==> src/rtl/snake_motion_controller_if.sv <==
// Signal bundle between the debouncers/VGA timing (master side) and the snake
// motion controller (slave side). The outputs feed DisplayDriver.
interface snake_motion_controller_if;
    logic       FRAME_TICK;
    logic       BTN_UP;
    logic       BTN_DOWN;
    logic       BTN_LEFT;
    logic       BTN_RIGHT;
    logic       START;
    logic       PAUSE;
    logic       GROW;
    logic [9:0] SnakeX;
    logic [9:0] SnakeY;
    logic [1:0] SnakeDir;
    logic [3:0] SnakeSize;
    logic       GAME_OVER;
    logic       STEP_PULSE;

    modport master (
        output FRAME_TICK, BTN_UP, BTN_DOWN, BTN_LEFT, BTN_RIGHT, START, PAUSE, GROW,
        input  SnakeX, SnakeY, SnakeDir, SnakeSize, GAME_OVER, STEP_PULSE
    );

    modport slave (
        input  FRAME_TICK, BTN_UP, BTN_DOWN, BTN_LEFT, BTN_RIGHT, START, PAUSE, GROW,
        output SnakeX, SnakeY, SnakeDir, SnakeSize, GAME_OVER, STEP_PULSE
    );
endinterface

==> src/rtl/snake_motion_controller.sv <==
// Snake head sequencer: direction requests, frame-paced stepping, 640x480 bounds
// and the IDLE/RUN/OVER game FSM. Define SNAKE_WRAP_EN to make walls wrap.
module snake_motion_controller #(
    parameter logic [9:0] STEP            = 10'd10,
    parameter logic [5:0] FRAMES_PER_STEP = 6'd4,
    parameter logic [9:0] START_X         = 10'd320,
    parameter logic [9:0] START_Y         = 10'd240
) (
    input  logic                      CLK,
    input  logic                      RST_N,
    snake_motion_controller_if.slave  bus
);
    typedef enum logic [1:0] {IDLE, RUN, OVER} state_t;

    localparam logic [1:0]  DIR_RIGHT = 2'd0;
    localparam logic [1:0]  DIR_DOWN  = 2'd1;
    localparam logic [1:0]  DIR_LEFT  = 2'd2;
    localparam logic [1:0]  DIR_UP    = 2'd3;
    localparam logic [10:0] X_MAX     = 11'd639;
    localparam logic [10:0] Y_MAX     = 11'd479;
    localparam logic [10:0] X_SPAN    = 11'd640;
    localparam logic [10:0] Y_SPAN    = 11'd480;

    state_t      state_q, state_d;
    logic [9:0]  x_q, x_d, y_q, y_d;
    logic [1:0]  dir_q, dir_d, pend_q, pend_d;
    logic [3:0]  size_q, size_d;
    logic [5:0]  cnt_q, cnt_d;
    logic        over_q, over_d, step_q, step_d;

    logic        req_valid;
    logic [1:0]  req_dir, eff_pend;
    logic [10:0] nx, ny, step_w;
    logic        hit;

    assign step_w = {1'b0, STEP};

    // Simultaneous buttons resolve UP > DOWN > LEFT > RIGHT
    always_comb begin
        req_valid = 1'b1;
        req_dir   = DIR_RIGHT;
        if (bus.BTN_UP)         req_dir = DIR_UP;
        else if (bus.BTN_DOWN)  req_dir = DIR_DOWN;
        else if (bus.BTN_LEFT)  req_dir = DIR_LEFT;
        else if (bus.BTN_RIGHT) req_dir = DIR_RIGHT;
        else                    req_valid = 1'b0;
    end

    // Candidate head for the direction that a step taken this cycle would use
    always_comb begin
        eff_pend = pend_q;
        if (req_valid && state_q != OVER && req_dir != (dir_q ^ 2'b10))
            eff_pend = req_dir;
        nx  = {1'b0, x_q};
        ny  = {1'b0, y_q};
        hit = 1'b0;
        case (eff_pend)
            DIR_RIGHT: begin
                nx  = {1'b0, x_q} + step_w;
                hit = nx > X_MAX;
`ifdef SNAKE_WRAP_EN
                if (hit) nx = nx - X_SPAN;
`endif
            end
            DIR_LEFT: begin
                nx  = {1'b0, x_q} - step_w;
                hit = {1'b0, x_q} < step_w;
`ifdef SNAKE_WRAP_EN
                if (hit) nx = {1'b0, x_q} + X_SPAN - step_w;
`endif
            end
            DIR_DOWN: begin
                ny  = {1'b0, y_q} + step_w;
                hit = ny > Y_MAX;
`ifdef SNAKE_WRAP_EN
                if (hit) ny = ny - Y_SPAN;
`endif
            end
            default: begin
                ny  = {1'b0, y_q} - step_w;
                hit = {1'b0, y_q} < step_w;
`ifdef SNAKE_WRAP_EN
                if (hit) ny = {1'b0, y_q} + Y_SPAN - step_w;
`endif
            end
        endcase
    end

    always_comb begin
        state_d = state_q;
        x_d     = x_q;
        y_d     = y_q;
        dir_d   = dir_q;
        pend_d  = pend_q;
        size_d  = size_q;
        cnt_d   = cnt_q;
        over_d  = over_q;
        step_d  = 1'b0;
        case (state_q)
            IDLE: begin
                pend_d = eff_pend;
                if (bus.START) state_d = RUN;
            end
            RUN: begin
                pend_d = eff_pend;
                if (bus.GROW && size_q != 4'd15) size_d = size_q + 4'd1;
                if (bus.FRAME_TICK && !bus.PAUSE) begin
                    if (cnt_q == FRAMES_PER_STEP - 6'd1) begin
                        cnt_d = 6'd0;
`ifdef SNAKE_WRAP_EN
                        x_d    = nx[9:0];
                        y_d    = ny[9:0];
                        dir_d  = eff_pend;
                        step_d = 1'b1;
`else
                        if (hit) begin
                            state_d = OVER;
                            over_d  = 1'b1;
                        end else begin
                            x_d    = nx[9:0];
                            y_d    = ny[9:0];
                            dir_d  = eff_pend;
                            step_d = 1'b1;
                        end
`endif
                    end else begin
                        cnt_d = cnt_q + 6'd1;
                    end
                end
            end
            OVER: begin
                // Restart takes precedence over any tick arriving with it
                if (bus.START) begin
                    state_d = RUN;
                    x_d     = START_X;
                    y_d     = START_Y;
                    dir_d   = DIR_RIGHT;
                    pend_d  = DIR_RIGHT;
                    size_d  = 4'd1;
                    cnt_d   = 6'd0;
                    over_d  = 1'b0;
                end
            end
            default: state_d = IDLE;
        endcase
    end

    always_ff @(posedge CLK or negedge RST_N) begin
        if (!RST_N) begin
            state_q <= IDLE;
            x_q     <= START_X;
            y_q     <= START_Y;
            dir_q   <= DIR_RIGHT;
            pend_q  <= DIR_RIGHT;
            size_q  <= 4'd1;
            cnt_q   <= 6'd0;
            over_q  <= 1'b0;
            step_q  <= 1'b0;
        end else begin
            state_q <= state_d;
            x_q     <= x_d;
            y_q     <= y_d;
            dir_q   <= dir_d;
            pend_q  <= pend_d;
            size_q  <= size_d;
            cnt_q   <= cnt_d;
            over_q  <= over_d;
            step_q  <= step_d;
        end
    end

    assign bus.SnakeX     = x_q;
    assign bus.SnakeY     = y_q;
    assign bus.SnakeDir   = dir_q;
    assign bus.SnakeSize  = size_q;
    assign bus.GAME_OVER  = over_q;
    assign bus.STEP_PULSE = step_q;
endmodule

==> src/flat_wrapper.sv <==
// flat-port wrapper written by rule: the top's interface ports become plain ports
module snake_motion_controller_flat 
#(
    parameter logic [9:0] STEP            = 10'd10,
    parameter logic [5:0] FRAMES_PER_STEP = 6'd4,
    parameter logic [9:0] START_X         = 10'd320,
    parameter logic [9:0] START_Y         = 10'd240
)
  (CLK, RST_N, bus_FRAME_TICK, bus_BTN_UP, bus_BTN_DOWN, bus_BTN_LEFT, bus_BTN_RIGHT, bus_START, bus_PAUSE, bus_GROW, bus_SnakeX, bus_SnakeY, bus_SnakeDir, bus_SnakeSize, bus_GAME_OVER, bus_STEP_PULSE);
  snake_motion_controller_if bus_i ();
  input  logic CLK;
  input  logic RST_N;
  input wire logic [$bits(bus_i.FRAME_TICK)-1:0] bus_FRAME_TICK;
  input wire logic [$bits(bus_i.BTN_UP)-1:0] bus_BTN_UP;
  input wire logic [$bits(bus_i.BTN_DOWN)-1:0] bus_BTN_DOWN;
  input wire logic [$bits(bus_i.BTN_LEFT)-1:0] bus_BTN_LEFT;
  input wire logic [$bits(bus_i.BTN_RIGHT)-1:0] bus_BTN_RIGHT;
  input wire logic [$bits(bus_i.START)-1:0] bus_START;
  input wire logic [$bits(bus_i.PAUSE)-1:0] bus_PAUSE;
  input wire logic [$bits(bus_i.GROW)-1:0] bus_GROW;
  output wire logic [$bits(bus_i.SnakeX)-1:0] bus_SnakeX;
  output wire logic [$bits(bus_i.SnakeY)-1:0] bus_SnakeY;
  output wire logic [$bits(bus_i.SnakeDir)-1:0] bus_SnakeDir;
  output wire logic [$bits(bus_i.SnakeSize)-1:0] bus_SnakeSize;
  output wire logic [$bits(bus_i.GAME_OVER)-1:0] bus_GAME_OVER;
  output wire logic [$bits(bus_i.STEP_PULSE)-1:0] bus_STEP_PULSE;
  assign bus_i.FRAME_TICK = bus_FRAME_TICK;
  assign bus_i.BTN_UP = bus_BTN_UP;
  assign bus_i.BTN_DOWN = bus_BTN_DOWN;
  assign bus_i.BTN_LEFT = bus_BTN_LEFT;
  assign bus_i.BTN_RIGHT = bus_BTN_RIGHT;
  assign bus_i.START = bus_START;
  assign bus_i.PAUSE = bus_PAUSE;
  assign bus_i.GROW = bus_GROW;
  assign bus_SnakeX = bus_i.SnakeX;
  assign bus_SnakeY = bus_i.SnakeY;
  assign bus_SnakeDir = bus_i.SnakeDir;
  assign bus_SnakeSize = bus_i.SnakeSize;
  assign bus_GAME_OVER = bus_i.GAME_OVER;
  assign bus_STEP_PULSE = bus_i.STEP_PULSE;
  snake_motion_controller #(.STEP(STEP), .FRAMES_PER_STEP(FRAMES_PER_STEP), .START_X(START_X), .START_Y(START_Y)) u_core (.CLK(CLK), .RST_N(RST_N), .bus(bus_i));
endmodule
==> config.mk <==
export PLATFORM = sky130hd
export DESIGN_NAME = snake_motion_controller_flat
export DESIGN_NICKNAME = d
export VERILOG_FILES = /design/src/rtl/snake_motion_controller_if.sv /design/src/rtl/snake_motion_controller.sv /design/src/flat_wrapper.sv
export SDC_FILE = /design/constraint.sdc
export NUM_CORES = 1
export LEC_CHECK = 0
export ABC_CLOCK_PERIOD_IN_PS = 3100
export CAP_MARGIN = 10
export CORE_MARGIN = 2
export CORE_UTILIZATION = 45
export CTS_CLUSTER_DIAMETER = 200
export DETAILED_ROUTE_END_ITERATION = 8
export PLACE_DENSITY = 0.71
export SYNTH_ARGS = -nofsm -noshare
export SYNTH_HDL_FRONTEND = slang
export SYNTH_SLANG_ARGS = --single-unit
export TNS_END_PERCENT = 50
==> constraint.sdc <==
create_clock -name CLK -period 3.1 [get_ports CLK]
set_input_delay 0.62 -clock CLK [delete_from_list [all_inputs] [get_ports CLK]]
set_output_delay 0.62 -clock CLK [all_outputs]
set_load 0.01 [all_outputs]
==> flow_summary.rst <==
.. list-table::
   :header-rows: 1

   * - Metric
     - Value
   * - Result of the run
     - completed
   * - Synth Flop Type
     - sky130_fd_sc_hd__dfrtp_1
   * - Top-level port count
     - 38
   * - Number of antenna-violating nets in the routed design
     - 0
   * - Avg Cell Area, Syn
     - 8.40 um^2
   * - # fillers
     - 487
   * - Number of global-route vias before repair
     - 2317
   * - Number of hold violations in the final report
     - 0
   * - Worst Setup End Kind
     - flip-flop
   * - Count of endpoints failing setup in the final report
     - 0
   * - Clock latency on the worst-skew pair
     - 0.29 ns
   * - Final core area utilization
     - 58.2%
   * - Final Slew Violations
     - 0
   * - Number of max-capacitance violations reported
     - 0
   * - Crit path launch type
     - primary input
   * - Routed wire length
     - 6.58 mm
   * - Total congestion overflow
     - 0
   * - Slew @ Worst Pin
     - approximately 0.79 ns
   * - CTS tree
     - yes
   * - Global-route wire length before repair
     - between 10 and 15 mm
   * - Initial Util
     - a little under half
   * - Count of warnings emitted by yosys
     - 0
   * - Via-to-Cell Ratio
     - 5.83
   * - Fin crit period
     - ~3.0 ns
   * - Data required time of the critical path
     - 3.29 ns
   * - Source of the worst hold timing path
     - u_core.bus.GAME_OVER$_DFFE_PN0P_
   * - Net count reported at finish
     - roughly 370
   * - Pre-CTS WS
     - -0.219 ns
   * - Logic depth of the worst register-to-register path
     - 8
   * - Fraction of registers with async set/reset
     - 100%
   * - First-pass DRT Iterations
     - 4
   * - Number of placement rows
     - 27
   * - Antenna violations before repair
     - 0
   * - Post-synthesis sequential area ratio
     - 35.6%
   * - Fin Hold WS
     - about 0.5 ns
   * - Number of buffers inserted by port buffering
     - 35
   * - Destination of the worst hold path
     - u_core.bus.GAME_OVER$_DFFE_PN0P_
   * - Endpoint arrival time on the critical path
     - around 3.2 ns
   * - Type of the setup path with the least slack
     - primary input to flip-flop
   * - Layout cells sized above 1
     - 13.6%
   * - Overall die width
     - 79.3 um
   * - Number of synthesized flops with an enable pin
     - 0
   * - Full die area
     - 6290 um^2
   * - Startpoint of the worst register-to-register path
     - u_core.bus.SnakeY[6]$_DFFE_PN1P_
   * - Synth-to-Final Area Change
     - 25.5%
   * - Share of the cycle needed by the critical path after routing
     - between 90% and 100%
   * - Clock Pin Slew Worst Setup and Hold Paths
     - 0.07 ns
   * - Hold path cells
     - 1
   * - Least setup slack across all paths after layout
     - 0.113 ns
   * - Clk Tree Root Cell
     - sky130_fd_sc_hd__clkbuf_8
   * - Iteration-0 DRC Markers
     - 257
   * - Number of buffers inserted during clock tree synthesis
     - 5
   * - Count of inserted antenna diode cells
     - 0
   * - Core Region
     - 5510 um^2
   * - Max Clk Rate
     - around 0.33 GHz
   * - Remaining max-slew budget at the tightest pin
     - 46.7%
   * - Average routed wire per standard cell
     - 15.4 um
   * - Residual DRC count
     - 0
   * - Cell leakage power
     - 1.35 nW
   * - Routability congestion estimate from global placement
     - 0.961
   * - Number of vias after detailed routing
     - 2483
   * - Reg-to-Reg End
     - u_core.bus.SnakeDir[1]$_DFFE_PN0P_
   * - Clock sinks
     - 36
   * - IR Drop Worst-Case VDD
     - 533 uV
   * - Power per unit of standard cell area
     - 799 nW/um^2
   * - Worst Skew
     - 0.00845 ns
   * - Overall fraction of global-route tracks in use
     - between 20% and 30%
   * - Detailed placement HPWL
     - 4.68 mm
   * - Htree depth
     - 2
   * - Mapped Cells
     - between 300 and 400
   * - Worst Path Max Fanout
     - 8
   * - Synthesized flop and latch total
     - 36
   * - Cell Area, Synth
     - 2550 um^2
   * - Number of buffers on the longest clock path
     - 2
   * - Type of the most critical hold path
     - flip-flop to flip-flop
   * - Die Span Y
     - 79.3 um
   * - Slack of the worst reg-to-reg path
     - between 0.3 and 0.4 ns
   * - Maximum number of pins on one net before global-route repair
     - 37
   * - Number of library cell types mapped by synthesis
     - 59
[routing by layer]
layer / vias to the layer above / track usage, % / wire (um)
met4: 0 / 6.55 / 43
met2: 76 / 32.8 / 2940
met3: 4 / 4.09 / 359
met1: 1179 / 32.4 / 3240
li1: 1224 / - / -
met5: - / 0 / 0
[final cells by class]
cell class | count | area [um^2] | area share [%]
multi-input combinational | 242 | 1550 | 48.3
sequential | 36 | 910 | 28.4
timing repair buffer | 55 | 500 | 15.6
tap | 72 | 90.1 | 2.81
clock buffer | 6 | 72.6 | 2.26
inverter | 13 | 48.8 | 1.52
clock inverter | 2 | 35.0 | 1.09
[cell usage after synthesis (2+ instances only)]
master,number,area [um^2]
sky130_fd_sc_hd__nor2b_1,8,50.1
sky130_fd_sc_hd__ha_1,6,75.1
sky130_fd_sc_hd__o211ai_1,3,22.5
sky130_fd_sc_hd__dfrtp_1,29,726
sky130_fd_sc_hd__and2_1,5,31.3
sky130_fd_sc_hd__clkbuf_1,8,30.0
sky130_fd_sc_hd__mux2i_1,10,100
sky130_fd_sc_hd__a21oi_1,16,80.1
sky130_fd_sc_hd__buf_4,2,15.0
sky130_fd_sc_hd__o41ai_1,2,17.5
sky130_fd_sc_hd__o21a_1,4,30.0
sky130_fd_sc_hd__nor2_1,20,75.1
sky130_fd_sc_hd__xor2_1,7,61.3
sky130_fd_sc_hd__inv_1,13,48.8
sky130_fd_sc_hd__mux2_2,2,22.5
sky130_fd_sc_hd__xnor2_1,2,17.5
sky130_fd_sc_hd__nand2_1,35,131
sky130_fd_sc_hd__or2_2,2,12.5
sky130_fd_sc_hd__a2bb2oi_1,2,17.5
sky130_fd_sc_hd__nor3_1,6,30.0
sky130_fd_sc_hd__nor4_1,6,37.5
sky130_fd_sc_hd__nand2b_1,3,18.8
sky130_fd_sc_hd__nand4_1,4,25.0
sky130_fd_sc_hd__o31ai_1,13,97.6
sky130_fd_sc_hd__or3_1,2,12.5
sky130_fd_sc_hd__a31oi_1,4,25.0
sky130_fd_sc_hd__a211oi_1,2,15.0
sky130_fd_sc_hd__dfstp_2,7,184
sky130_fd_sc_hd__buf_2,3,15.0
sky130_fd_sc_hd__nand3_1,13,65.1
sky130_fd_sc_hd__o311ai_0,2,17.5
sky130_fd_sc_hd__o21ai_0,33,165
sky130_fd_sc_hd__and3_1,4,25.0
[placed cells by master (no fill, tap or decap), types with 4 or more instances in the layout]
cell type	netlist	final
sky130_fd_sc_hd__a21oi_1	16	16
sky130_fd_sc_hd__a31oi_1	4	4
sky130_fd_sc_hd__and2_1	5	5
sky130_fd_sc_hd__and3_1	4	4
sky130_fd_sc_hd__buf_4	2	20
sky130_fd_sc_hd__clkbuf_8	0	5
sky130_fd_sc_hd__clkdlybuf4s50_1	0	35
sky130_fd_sc_hd__dfrtp_1	29	29
sky130_fd_sc_hd__dfstp_2	7	7
sky130_fd_sc_hd__ha_1	6	6
sky130_fd_sc_hd__inv_1	13	13
sky130_fd_sc_hd__mux2i_1	10	9
sky130_fd_sc_hd__nand2_1	35	35
sky130_fd_sc_hd__nand3_1	13	13
sky130_fd_sc_hd__nand4_1	4	4
sky130_fd_sc_hd__nor2_1	20	20
sky130_fd_sc_hd__nor2b_1	8	8
sky130_fd_sc_hd__nor3_1	6	6
sky130_fd_sc_hd__nor4_1	6	5
sky130_fd_sc_hd__o21a_1	4	4
sky130_fd_sc_hd__o21ai_0	33	30
sky130_fd_sc_hd__o31ai_1	13	13
sky130_fd_sc_hd__xor2_1	7	7
[timing repair]
item | CTS | global route
setup buffers | 0 | 0
resized for setup | 0 | 7
endpoints found under the hold margin | 0 | 0
setup endpoints to repair | 0 | 15
hold buffers | 0 | 0
[logic make-up (layout without fill, tap and decap cells)]
family                     Yosys count  after routing  synth area share, %
DFF                                 36             36                 35.6
muxes                               12             12                 4.80
and+or+nand+nor                    115            115                 22.3
buffers and inverters               27             76                 4.70
AOI/OAI and AO/OA                   98             98                 26.4
adders and majority gates            6              6                 2.94
xor gates and xnor gates             9              9                 3.09
other                                1              2                0.147
[state kept, by name, indices dropped and copies added (netlist names), 2 cells and up]
| signal | flops |
|---|---|
| u_core.bus.SnakeX | 9 |
| u_core.bus.SnakeY | 9 |
| u_core.cnt_q | 6 |
| u_core.bus.SnakeSize | 4 |
| u_core.bus.SnakeDir | 2 |
| u_core.pend_q | 2 |
| u_core.state_q | 2 |
[where the power goes]
part | switching, mW | total (mW) | internal [mW]
clock network | 0.171 | 0.410 | 0.239
logic | 0.649 | 1.26 | 0.610
registers | 0.247 | 0.892 | 0.645
total | 1.07 | 2.56 | 1.49
[stage by stage]
step                      instances  instance area [um^2]  TNS (ns)  power (mW)
after detailed placement        418                  3080     -2.40        2.13
after floorplan                 305                  2560         0        1.63
after global routing            426                  3200   -0.0507        2.77
after global placement          418                  3080     -1.41        2.09
final                           426                  3200         0        2.56
after CTS                       426                  3180         0        2.55
[critical path: stages]
cell                              delay, ns
sky130_fd_sc_hd__clkdlybuf4s50_1       0.45
sky130_fd_sc_hd__or4_4                 0.59
sky130_fd_sc_hd__o311a_4               0.17
sky130_fd_sc_hd__a2111o_1              0.37
sky130_fd_sc_hd__o311a_2               0.17
sky130_fd_sc_hd__a21oi_4               0.17
sky130_fd_sc_hd__a21oi_2               0.05
sky130_fd_sc_hd__or2_1                 0.33
sky130_fd_sc_hd__o31ai_1               0.27
[worst max path at each step]
stage,from,end,slack (ns),depth (start not counted)
after floorplan,bus_BTN_UP,u_core.bus.SnakeX[3]$_DFFE_PN0P_,0.32,9
after global placement,bus_BTN_UP,u_core.bus.SnakeX[5]$_DFFE_PN0P_,-0.14,9
after detailed placement,bus_BTN_UP,u_core.bus.SnakeX[2]$_DFFE_PN0P_,-0.22,9
after CTS,bus_BTN_UP,u_core.bus.SnakeX[2]$_DFFE_PN0P_,0.08,9
after global routing,bus_BTN_UP,u_core.bus.SnakeX[4]$_DFFE_PN0P_,-0.02,11
final,bus_BTN_UP,u_core.bus.SnakeX[2]$_DFFE_PN0P_,0.11,9
(Power assumes the default switching activity.)
==> RTL change: new RTL, same flow settings <==
Encoding of `state_t`: now one-hot (3 bits for 3 states).
--- a/src/rtl/snake_motion_controller.sv
+++ b/src/rtl/snake_motion_controller.sv
@@ -10,7 +10,7 @@
     input  logic                      RST_N,
     snake_motion_controller_if.slave  bus
 );
-    typedef enum logic [1:0] {IDLE, RUN, OVER} state_t;
+    typedef enum logic [2:0] {IDLE = 3'b001, RUN = 3'b010, OVER = 3'b100} state_t;
 
     localparam logic [1:0]  DIR_RIGHT = 2'd0;
     localparam logic [1:0]  DIR_DOWN  = 2'd1;
Behaviour: same outputs for any inputs over 10 cycles, from zero or initial values and one cycle with RST_N low; not proved beyond that.
==> RTL change against the original RTL <==
- clock power is 9.5% higher
- cell count is 0.70% higher
- power is 25% lower
- cell area is 6.0% higher
- routed wire length is 0.20% higher
- sequential cell count is 1 higher
- combinational power is 44% lower
- non-clock buffer count stayed put
- synthesized area is 7.4% higher
- setup slack better by 92 ps
- die area is 7.1% higher
- sequential share of layout area is 0.83 points lower
- critical path type unchanged
- critical endpoint is now u_core.bus.SnakeY[8]
- largest power group is now sequential cells
- highest routed layer unchanged
==> RTL change: results (changes against the original RTL) <==
Place
The cell area after placement is 3280 µm² (+6.5%). The placed wire-length estimate is 4.74 mm (+1.3%). The number of placed instances with taps included came to 421 (+0.72%).

Route
The detailed-route wire length per cell came to 15.4 µm (-0.50%). The first-pass iteration count of the detailed router is 5 (+1). The initial DRC count was 185 (-28%).

Yosys
The proportion of netlist area held by the largest area contributor was 26.4% (-2.0 points). The fraction of synthesized area in multiplexers is 6.89% (+2.1 points). The sequential-to-total area share from yosys stat came to 34.1% (-1.5 points).

The number of distinct library cell variants in the gate-level netlist after synthesis came to 70 (+19%). Sorting the synthesized cells by area gives the leading types as dfrtp_1 26%, dfstp_2 7.7%, nor2_1 4.1%. The xor and xnor fraction of the mapped netlist area came to 3.51% (+0.42 points).

The compound-gate portion of the synthesized area is 25.0% (-1.4 points). The fraction of the mapped netlist area in adder cells is 2.74% (-0.20 points).

Cells and area
The fraction of final layout cells with drive strength greater than 1 is 16.7% (+3.1 points). The number of fillers in the final layout came to 541 (+11%).

Global routing
The via count of the first global-routing pass was 2294 (-0.99%). The first-pass GRT wire length is 11.0 mm (+0.38%). The combined global-route utilization of all metal layers is 21.2% (-0.81 points).

The largest net degree at the start of global routing is 38 (+2.7%).

Worst setup path
The largest driver fanout on the critical path is 7 (-1). The critical register-to-register path endpoint is u_core.bus.SnakeX[3]. In this run the worst setup path terminates at u_core.bus.SnakeY[8].

The arrival time of data at the critical path endpoint came to 3080 ps (-100 ps). The path depth of the worst reg2reg path is 9 (+1). The critical path's slowest cell is clkdlybuf4s50_1. The worst register-to-register path begins at u_core.cnt_q[0].

Power
The static power due to leakage was 1.42 nW (+5.1%).

Hold path
The type of the worst min-delay path is input pin to async pin.

Outcome
The run finished with clean final reports.

Timing
The worst slack on hold paths is 414 ps (-94.6 ps). The clock tree skew after final layout came to 5.20 ps (-3.24 ps).
==> RTL change: power by group through the flow <==
stage	registers (mW)	logic, mW	clock network, mW
2_1_floorplan	0.720	0.485	0
3_3_place_gp	0.758	0.694	0
3_5_place_dp	0.763	0.705	0
4_1_cts	0.754	0.713	0.461
5_1_grt	0.779	0.795	0.477
6_report	0.755	0.711	0.449
==> RTL change: layer usage <==
metal	wire length (µm)	GRT usage, %	up-vias
met5	0	0	-
li1	-	-	1224
met1	3200	30.6	1175
met2	3060	32.8	48
met3	219	2.86	8
met4	112	6.83	0
==> RTL change: cell type report <==
type                       instances  area [µm²]  share of cell area, %
multi-input combinational        245        1720                   50.6
sequential                        37         936                   27.6
timing repair buffer              55         495                   14.6
tap                               75        93.8                   2.76
clock buffer                       6        82.6                   2.43
clock inverter                     2        37.5                   1.11
inverter                           9        33.8                  0.995
